--- config.mk ---
export PLATFORM = sky130hd
export DESIGN_NAME = pe_mp
export DESIGN_NICKNAME = d
export VERILOG_FILES = /design/src/rtl/pe_pkg.sv /design/src/rtl/pe_packed_dot.sv /design/src/rtl/pe_mp.sv
export SDC_FILE = /design/constraint.sdc
export NUM_CORES = 2
export LEC_CHECK = 0
export ABC_AREA = 1
export CAP_MARGIN = 20
export CORE_MARGIN = 2
export CORE_UTILIZATION = 55
export CTS_CLUSTER_SIZE = 8
export DETAILED_ROUTE_END_ITERATION = 16
export PLACE_DENSITY = 0.78
export SLEW_MARGIN = 30
export SYNTH_ARGS = -nofsm -noshare
export SYNTH_HDL_FRONTEND = slang
export SYNTH_SLANG_ARGS = --single-unit
--- constraint.sdc ---
create_clock -name clk -period 14.1 [get_ports clk]
set_clock_uncertainty 0.2 [all_clocks]
set_input_delay 4.23 -clock clk [delete_from_list [all_inputs] [get_ports clk]]
set_output_delay 4.23 -clock clk [all_outputs]
set_load 0.1 [all_outputs]
--- src/rtl/pe_pkg.sv ---
// Shared types and helpers for the multi-precision systolic PE.
// sat_acc clamps a wide signed sum into a signed acc_w-bit range and reports whether it clamped.
package pe_pkg;

    typedef enum logic [1:0] {
        MODE_FXP = 2'b00,
        MODE_INT = 2'b01,
        MODE_PK2 = 2'b10,
        MODE_PK4 = 2'b11
    } pe_mode_e;

    // Widest accumulator the saturation helper supports.
    localparam int SAT_W_MAX = 64;

    typedef struct packed {
        logic [SAT_W_MAX-1:0] value;
        logic                 clamped;
    } sat_res_t;

    function automatic sat_res_t sat_acc(input logic signed [SAT_W_MAX:0] sum, input int acc_w);
        logic signed [SAT_W_MAX:0] max_v;
        logic signed [SAT_W_MAX:0] min_v;
        sat_res_t                  res;
        max_v       = (65'sd1 <<< (acc_w - 1)) - 65'sd1;
        min_v       = -(65'sd1 <<< (acc_w - 1));
        res.value   = sum[SAT_W_MAX-1:0];
        res.clamped = 1'b0;
        if (sum > max_v) begin
            res.value   = max_v[SAT_W_MAX-1:0];
            res.clamped = 1'b1;
        end else if (sum < min_v) begin
            res.value   = min_v[SAT_W_MAX-1:0];
            res.clamped = 1'b1;
        end
        return res;
    endfunction

endpackage

--- src/rtl/pe_packed_dot.sv ---
// Combinational multi-precision multiplier: full product, rounded fixed-point product,
// or the sum of 2 / 4 packed signed lane products, sign-extended to ACC_W.
module pe_packed_dot
    import pe_pkg::*;
#(
    parameter int DATA_W    = 16,
    parameter int ACC_W     = 32,
    parameter int FRAC_BITS = 8
) (
    input  logic [DATA_W-1:0] a_i,
    input  logic [DATA_W-1:0] w_i,
    input  pe_mode_e          mode_i,
    output logic [ACC_W-1:0]  dot_o
);

    localparam int PW = 2 * DATA_W;
    localparam int H  = DATA_W / 2;
    localparam int Q  = DATA_W / 4;
    localparam logic signed [PW-1:0] RND = PW'(1) << (FRAC_BITS - 1);

    logic signed [PW-1:0]     prod_full;
    logic signed [DATA_W-1:0] lane2 [2];
    logic signed [H-1:0]      lane4 [4];
    logic signed [ACC_W-1:0]  pk2_v;
    logic signed [ACC_W-1:0]  pk4_v;

    assign prod_full = PW'($signed(a_i)) * PW'($signed(w_i));

    genvar gi;
    for (gi = 0; gi < 2; gi++) begin : g_lane2
        assign lane2[gi] = DATA_W'($signed(a_i[gi*H +: H])) * DATA_W'($signed(w_i[gi*H +: H]));
    end
    for (gi = 0; gi < 4; gi++) begin : g_lane4
        assign lane4[gi] = H'($signed(a_i[gi*Q +: Q])) * H'($signed(w_i[gi*Q +: Q]));
    end

    always_comb begin
        pk2_v = '0;
        pk4_v = '0;
        for (int i = 0; i < 2; i++) pk2_v += ACC_W'(lane2[i]);
        for (int i = 0; i < 4; i++) pk4_v += ACC_W'(lane4[i]);
    end

    // Fixed point rounds half-up: add half an LSB, then floor via arithmetic shift.
    always_comb begin
        dot_o = '0;
        case (mode_i)
            MODE_FXP: dot_o = ACC_W'((prod_full + RND) >>> FRAC_BITS);
            MODE_INT: dot_o = ACC_W'(prod_full);
            MODE_PK2: dot_o = pk2_v;
            MODE_PK4: dot_o = pk4_v;
            default:  dot_o = '0;
        endcase
    end

endmodule

--- src/rtl/pe_mp.sv ---
// Weight-stationary systolic PE: double-buffered weights, east/south forwarding,
// optional multiply pipeline stage and saturating/wrapping accumulation.
module pe_mp
    import pe_pkg::*;
#(
    parameter int DATA_W    = 16,
    parameter int ACC_W     = 32,
    parameter int FRAC_BITS = 8,
    parameter int PIPE_MUL  = 1,
    parameter int SAT_EN    = 1
) (
    input  logic              clk,
    input  logic              rst,
    input  logic              en,
    input  logic [1:0]        sys_mode,
    input  logic [ACC_W-1:0]  psum_in,
    input  logic [DATA_W-1:0] weight_in,
    input  logic              accept_w_in,
    input  logic [DATA_W-1:0] input_in,
    input  logic              valid_in,
    input  logic              switch_in,
    output logic [ACC_W-1:0]  psum_out,
    output logic              psum_valid,
    output logic              sat_out,
    output logic [DATA_W-1:0] weight_out,
    output logic              accept_w_out,
    output logic [DATA_W-1:0] input_out,
    output logic              valid_out,
    output logic              switch_out
);

    logic [DATA_W-1:0] shadow_q, active_q, eff_w;
    logic [DATA_W-1:0] weight_out_q, input_out_q;
    logic              accept_w_out_q, valid_out_q, switch_out_q;
    logic [ACC_W-1:0]  psum_out_q;
    logic              psum_valid_q, sat_out_q;

    logic [ACC_W-1:0]  alu;
    logic [ACC_W-1:0]  alu_s, psum_s;
    logic              valid_s;
    logic signed [ACC_W:0] sum_d;
    sat_res_t          sat_res;
    logic              sat_unused;
    logic [ACC_W-1:0]  psum_d;
    logic              sat_d;

    // A beat arriving with switch_in already sees the weight being promoted.
    assign eff_w = switch_in ? shadow_q : active_q;

    pe_packed_dot #(
        .DATA_W    (DATA_W),
        .ACC_W     (ACC_W),
        .FRAC_BITS (FRAC_BITS)
    ) u_dot (
        .a_i    (input_in),
        .w_i    (eff_w),
        .mode_i (pe_mode_e'(sys_mode)),
        .dot_o  (alu)
    );

    // The mode is fully consumed by the multiplier, so the staged product already carries it.
    generate
        if (PIPE_MUL != 0) begin : g_pipe
            logic [ACC_W-1:0] alu_q, psum_q;
            logic             valid_q;
            always_ff @(posedge clk or posedge rst) begin
                if (rst) begin
                    alu_q   <= '0;
                    psum_q  <= '0;
                    valid_q <= 1'b0;
                end else if (en) begin
                    alu_q   <= alu;
                    psum_q  <= psum_in;
                    valid_q <= valid_in;
                end
            end
            assign alu_s   = alu_q;
            assign psum_s  = psum_q;
            assign valid_s = valid_q;
        end else begin : g_direct
            assign alu_s   = alu;
            assign psum_s  = psum_in;
            assign valid_s = valid_in;
        end
    endgenerate

    assign sum_d      = {alu_s[ACC_W-1], alu_s} + {psum_s[ACC_W-1], psum_s};
    assign sat_res    = sat_acc((SAT_W_MAX+1)'(sum_d), ACC_W);
    assign sat_unused = ^sat_res;

    always_comb begin
        psum_d = sum_d[ACC_W-1:0];
        sat_d  = 1'b0;
        if (SAT_EN != 0) begin
            psum_d = sat_res.value[ACC_W-1:0];
            sat_d  = sat_res.clamped;
        end
        if (!valid_s) begin
            psum_d = '0;
            sat_d  = 1'b0;
        end
    end

    always_ff @(posedge clk or posedge rst) begin
        if (rst) begin
            shadow_q       <= '0;
            active_q       <= '0;
            weight_out_q   <= '0;
            accept_w_out_q <= 1'b0;
            input_out_q    <= '0;
            valid_out_q    <= 1'b0;
            switch_out_q   <= 1'b0;
            psum_out_q     <= '0;
            psum_valid_q   <= 1'b0;
            sat_out_q      <= 1'b0;
        end else if (en) begin
            if (accept_w_in) shadow_q <= weight_in;
            if (switch_in)   active_q <= shadow_q;
            weight_out_q   <= accept_w_in ? weight_in : '0;
            accept_w_out_q <= accept_w_in;
            if (valid_in)    input_out_q <= input_in;
            valid_out_q    <= valid_in;
            switch_out_q   <= switch_in;
            psum_out_q     <= psum_d;
            psum_valid_q   <= valid_s;
            sat_out_q      <= sat_d;
        end
    end

    assign psum_out     = psum_out_q;
    assign psum_valid   = psum_valid_q;
    assign sat_out      = sat_out_q;
    assign weight_out   = weight_out_q;
    assign accept_w_out = accept_w_out_q;
    assign input_out    = input_out_q;
    assign valid_out    = valid_out_q;
    assign switch_out   = switch_out_q;

endmodule
==> flow_summary.yaml <==
setup_path:
  crit_fanout: 33
  cp.arrival_ns: 13.47
  cp_common_cell: "inv_1"
  r2r_cells: 38
  r2r_end: "alu_s[12]"
  r2r_slack_ns: 4.82
  cpMaxStageDelayCell: "fa_1"
  cp-end-kind: "flip-flop"
  slowest_delay_ns: 0.58
  cp.required_ns: 14.22
  critPathKind: "in -> reg"
  worstSetupStartpointType: "primary input"
  rr_startpoint: "active_q[5]"
timing:
  slew-limit-headroom: 0.3226
  maxSlewViolCount: 0
  hold_viol: 0
  setup_violations: 0
  finalCritPeriodShare: 0.9464
  period_needed_ns: 13.34
  rsz0062_at_grt: "no"
  tightest_slew_ns: 1.013
  fmaxAchievable_mhz: 74.94
  finalSetupTns_ns: 0
route:
  first_pass_iters: 5
  drt.antenna.violating_nets: 0
  wl_per_cell_um: 19.77
  first_iter_violations: 2003
  vias: 24020
  totalWireLength_mm: 88.89
  vias_per_cell: 5.342
  drc_errors: 0
global_route:
  grtUsageTotal: 0.3500
  grt_remaining_overflow: 0
  grt_start_max_net_pins: 100
  grt_pass1_wl_mm: 138.1
  grt_pass1_vias: 24400
  antenna_found_initial: 0
placed_design:
  port_buffers: 140
  place_area_mm2: 0.02998
  place_hpwl_mm: 75.82
  gp_congestion: 1.041
die:
  die_width_um: 228.1
  io_pins: 141
  start_util: 0.5540
  die_y_um: 228.1
  dieArea_mm2: 0.05203
  rows: 82
  coreArea_mm2: 0.04986
worst_hold_path:
  hold_depth: 2
  whs_endpoint: "switch_out"
  hp-class: "reg -> reg"
  hold_start: "switch_out"
cells_and_area:
  layout-drive-gt1-share: 0.03661
  mostFrequentLayoutCell: "nand2_1"
  mostFrequentLayoutCells: "nand2_1 (1097), inv_1 (820), fa_1 (450), nor2_1 (304), ha_1 (204)"
  nets: 4538
  final_util: 0.6133
  multi_input_area_mm2: 0.02000
  antenna_cells: 0
  fill_cells: 4602
  fin_area_mm2: 0.03058
  syn_to_final_growth_pct: 10.71
  seqCellArea_mm2: 0.004129
cts:
  path_clk_slew_ns: 0.07
  cts_tree: "done"
  ctsHtreeMaxLevel: 4
  hold_buffers: 0
  cts_setup_buffers: 0
  cts_resized: 0
  cts_sinks: 165
  cts-root-buf: "clkbuf_16"
  cts_buffers: 17
  clk_latency_ns: 0.47
  cts_buffer_depth: 2
synthesis:
  synth_mux_area_frac: 0
  synth_nets: 4403
  synth_top_family_by_area: "adder cells"
  ys_types: 42
  synthArstFlopShare: 1.000
  netlist_instances: 3676
  synth_area_mm2: 0.02762
  ys_seq_area_frac: 0.1495
  avgSynthCellArea_um2: 7.514
  synthSimpleGateAreaFrac: 0.2309
  yosysWarnings: 0
  synth-seq-cells: 165
  synth-main-ff-cell: "dfrtp_1"
  synth_edf_count: 0
  synth_xor_area_frac: 0.02111
  synth_compound_area_frac: 0.05254
  synthAdderAreaFrac: 0.4190
job:
  maxCapViolCount: 0
run_status:
  outcome: "finished, final reports clean"
==> worst max-delay path by stage <==
stage / cells past startpoint / slack [ns] / to / startpoint
after floorplan: 38 / 1.02 / alu_s[12] / switch_in
after global placement: 40 / 0.50 / alu_s[12] / switch_in
after detailed placement: 40 / 0.33 / alu_s[12] / switch_in
after CTS: 40 / 0.81 / alu_s[12] / switch_in
after global routing: 40 / 0.12 / alu_s[12] / switch_in
final: 40 / 0.76 / alu_s[12] / switch_in
==> cells by family after synthesis <==
kind of cell / after synthesis
adder cells (fa/ha/maj): 655
flip-flops: 165
AO/OA/AOI/OAI: 270
XOR/XNOR: 64
AND/OR/NAND/NOR: 1595
buffers and inverters: 927
==> flip-flops by register name (all words and copies together), names as in the netlist <==
name	cells
weight_out	16
psum_valid	1
active_q	16
sat_out	1
input_out	16
g_pipe.psum_q	32
switch_out	1
alu_s	32
accept_w_out	1
shadow_q	16
valid_out	1
psum_out	32
==> layer usage <==
layer / vias up / share of wire / GRT usage
met5: - / 0 / 0
met4: 0 / 0.066 / 0.1918
met3: 299 / 0.076 / 0.05900
met2: 1064 / 0.47 / 0.5796
met1: 11480 / 0.39 / 0.4394
li1: 11170 / - / -
==> final cells by class <==
cell class | instances | share of cell area
flip-flops and latches | 165 | 0.1350
well taps | 672 | 0.02749
clock inverters | 15 | 0.005401
multi-input cells | 2584 | 0.6539
clock buffers | 17 | 0.01391
inverters | 845 | 0.1040
repair buffers | 198 | 0.06031
==> cell usage after synthesis (3+ instances only) <==
library cell | number | area (um^2)
o211ai_1 | 7 | 52.55
buf_1 | 3 | 11.26
nor2_1 | 305 | 1145
nand2_2 | 5 | 31.28
inv_2 | 8 | 30.03
xor2_1 | 33 | 289.0
inv_1 | 822 | 3085
nand3b_1 | 9 | 67.56
nor3_1 | 15 | 75.07
xor2_2 | 3 | 48.80
fa_1 | 450 | 9009
a21boi_0 | 3 | 22.52
nand3_2 | 3 | 30.03
a221oi_1 | 4 | 35.03
a21o_1 | 4 | 30.03
clkbuf_1 | 71 | 266.5
and2_1 | 5 | 31.28
o31ai_1 | 3 | 22.52
o21ai_1 | 17 | 85.08
a21oi_1 | 103 | 515.5
buf_6 | 3 | 33.78
o21ai_0 | 105 | 525.5
nand3_1 | 83 | 415.4
nand4_1 | 43 | 269.0
o21a_1 | 3 | 22.52
a31oi_1 | 14 | 87.58
nor2_2 | 12 | 75.07
dfrtp_1 | 165 | 4129
xnor2_1 | 28 | 245.2
clkinv_1 | 15 | 56.30
or2_2 | 10 | 62.56
buf_2 | 5 | 25.02
nand2_1 | 1099 | 4125
ha_1 | 205 | 2565
==> critical path: cells and delay by family <==
kind / cells / cell delay [ns]
AO/OA/AOI/OAI: 10 / 1.75
buffers and inverters: 13 / 1.45
adder cells (fa/ha/maj): 13 / 5.39
XOR/XNOR: 1 / 0.15
AND/OR/NAND/NOR: 3 / 0.44
==> stage by stage <==
stage	hold WS (ns)	worst slack, ns	std cells
6_report	0.2738	0.7557	4496
5_1_grt	0.3027	0.1225	4496
4_1_cts	0.2780	0.8076	4496
3_5_place_dp	0.2621	0.3268	4464
3_3_place_gp	0.2588	0.4953	4464
2_1_floorplan	0.2459	1.020	3676
Power is left out: the tool's default activity adds up to more than one toggle a clock period on the data nets, which glitch-free logic cannot reach.
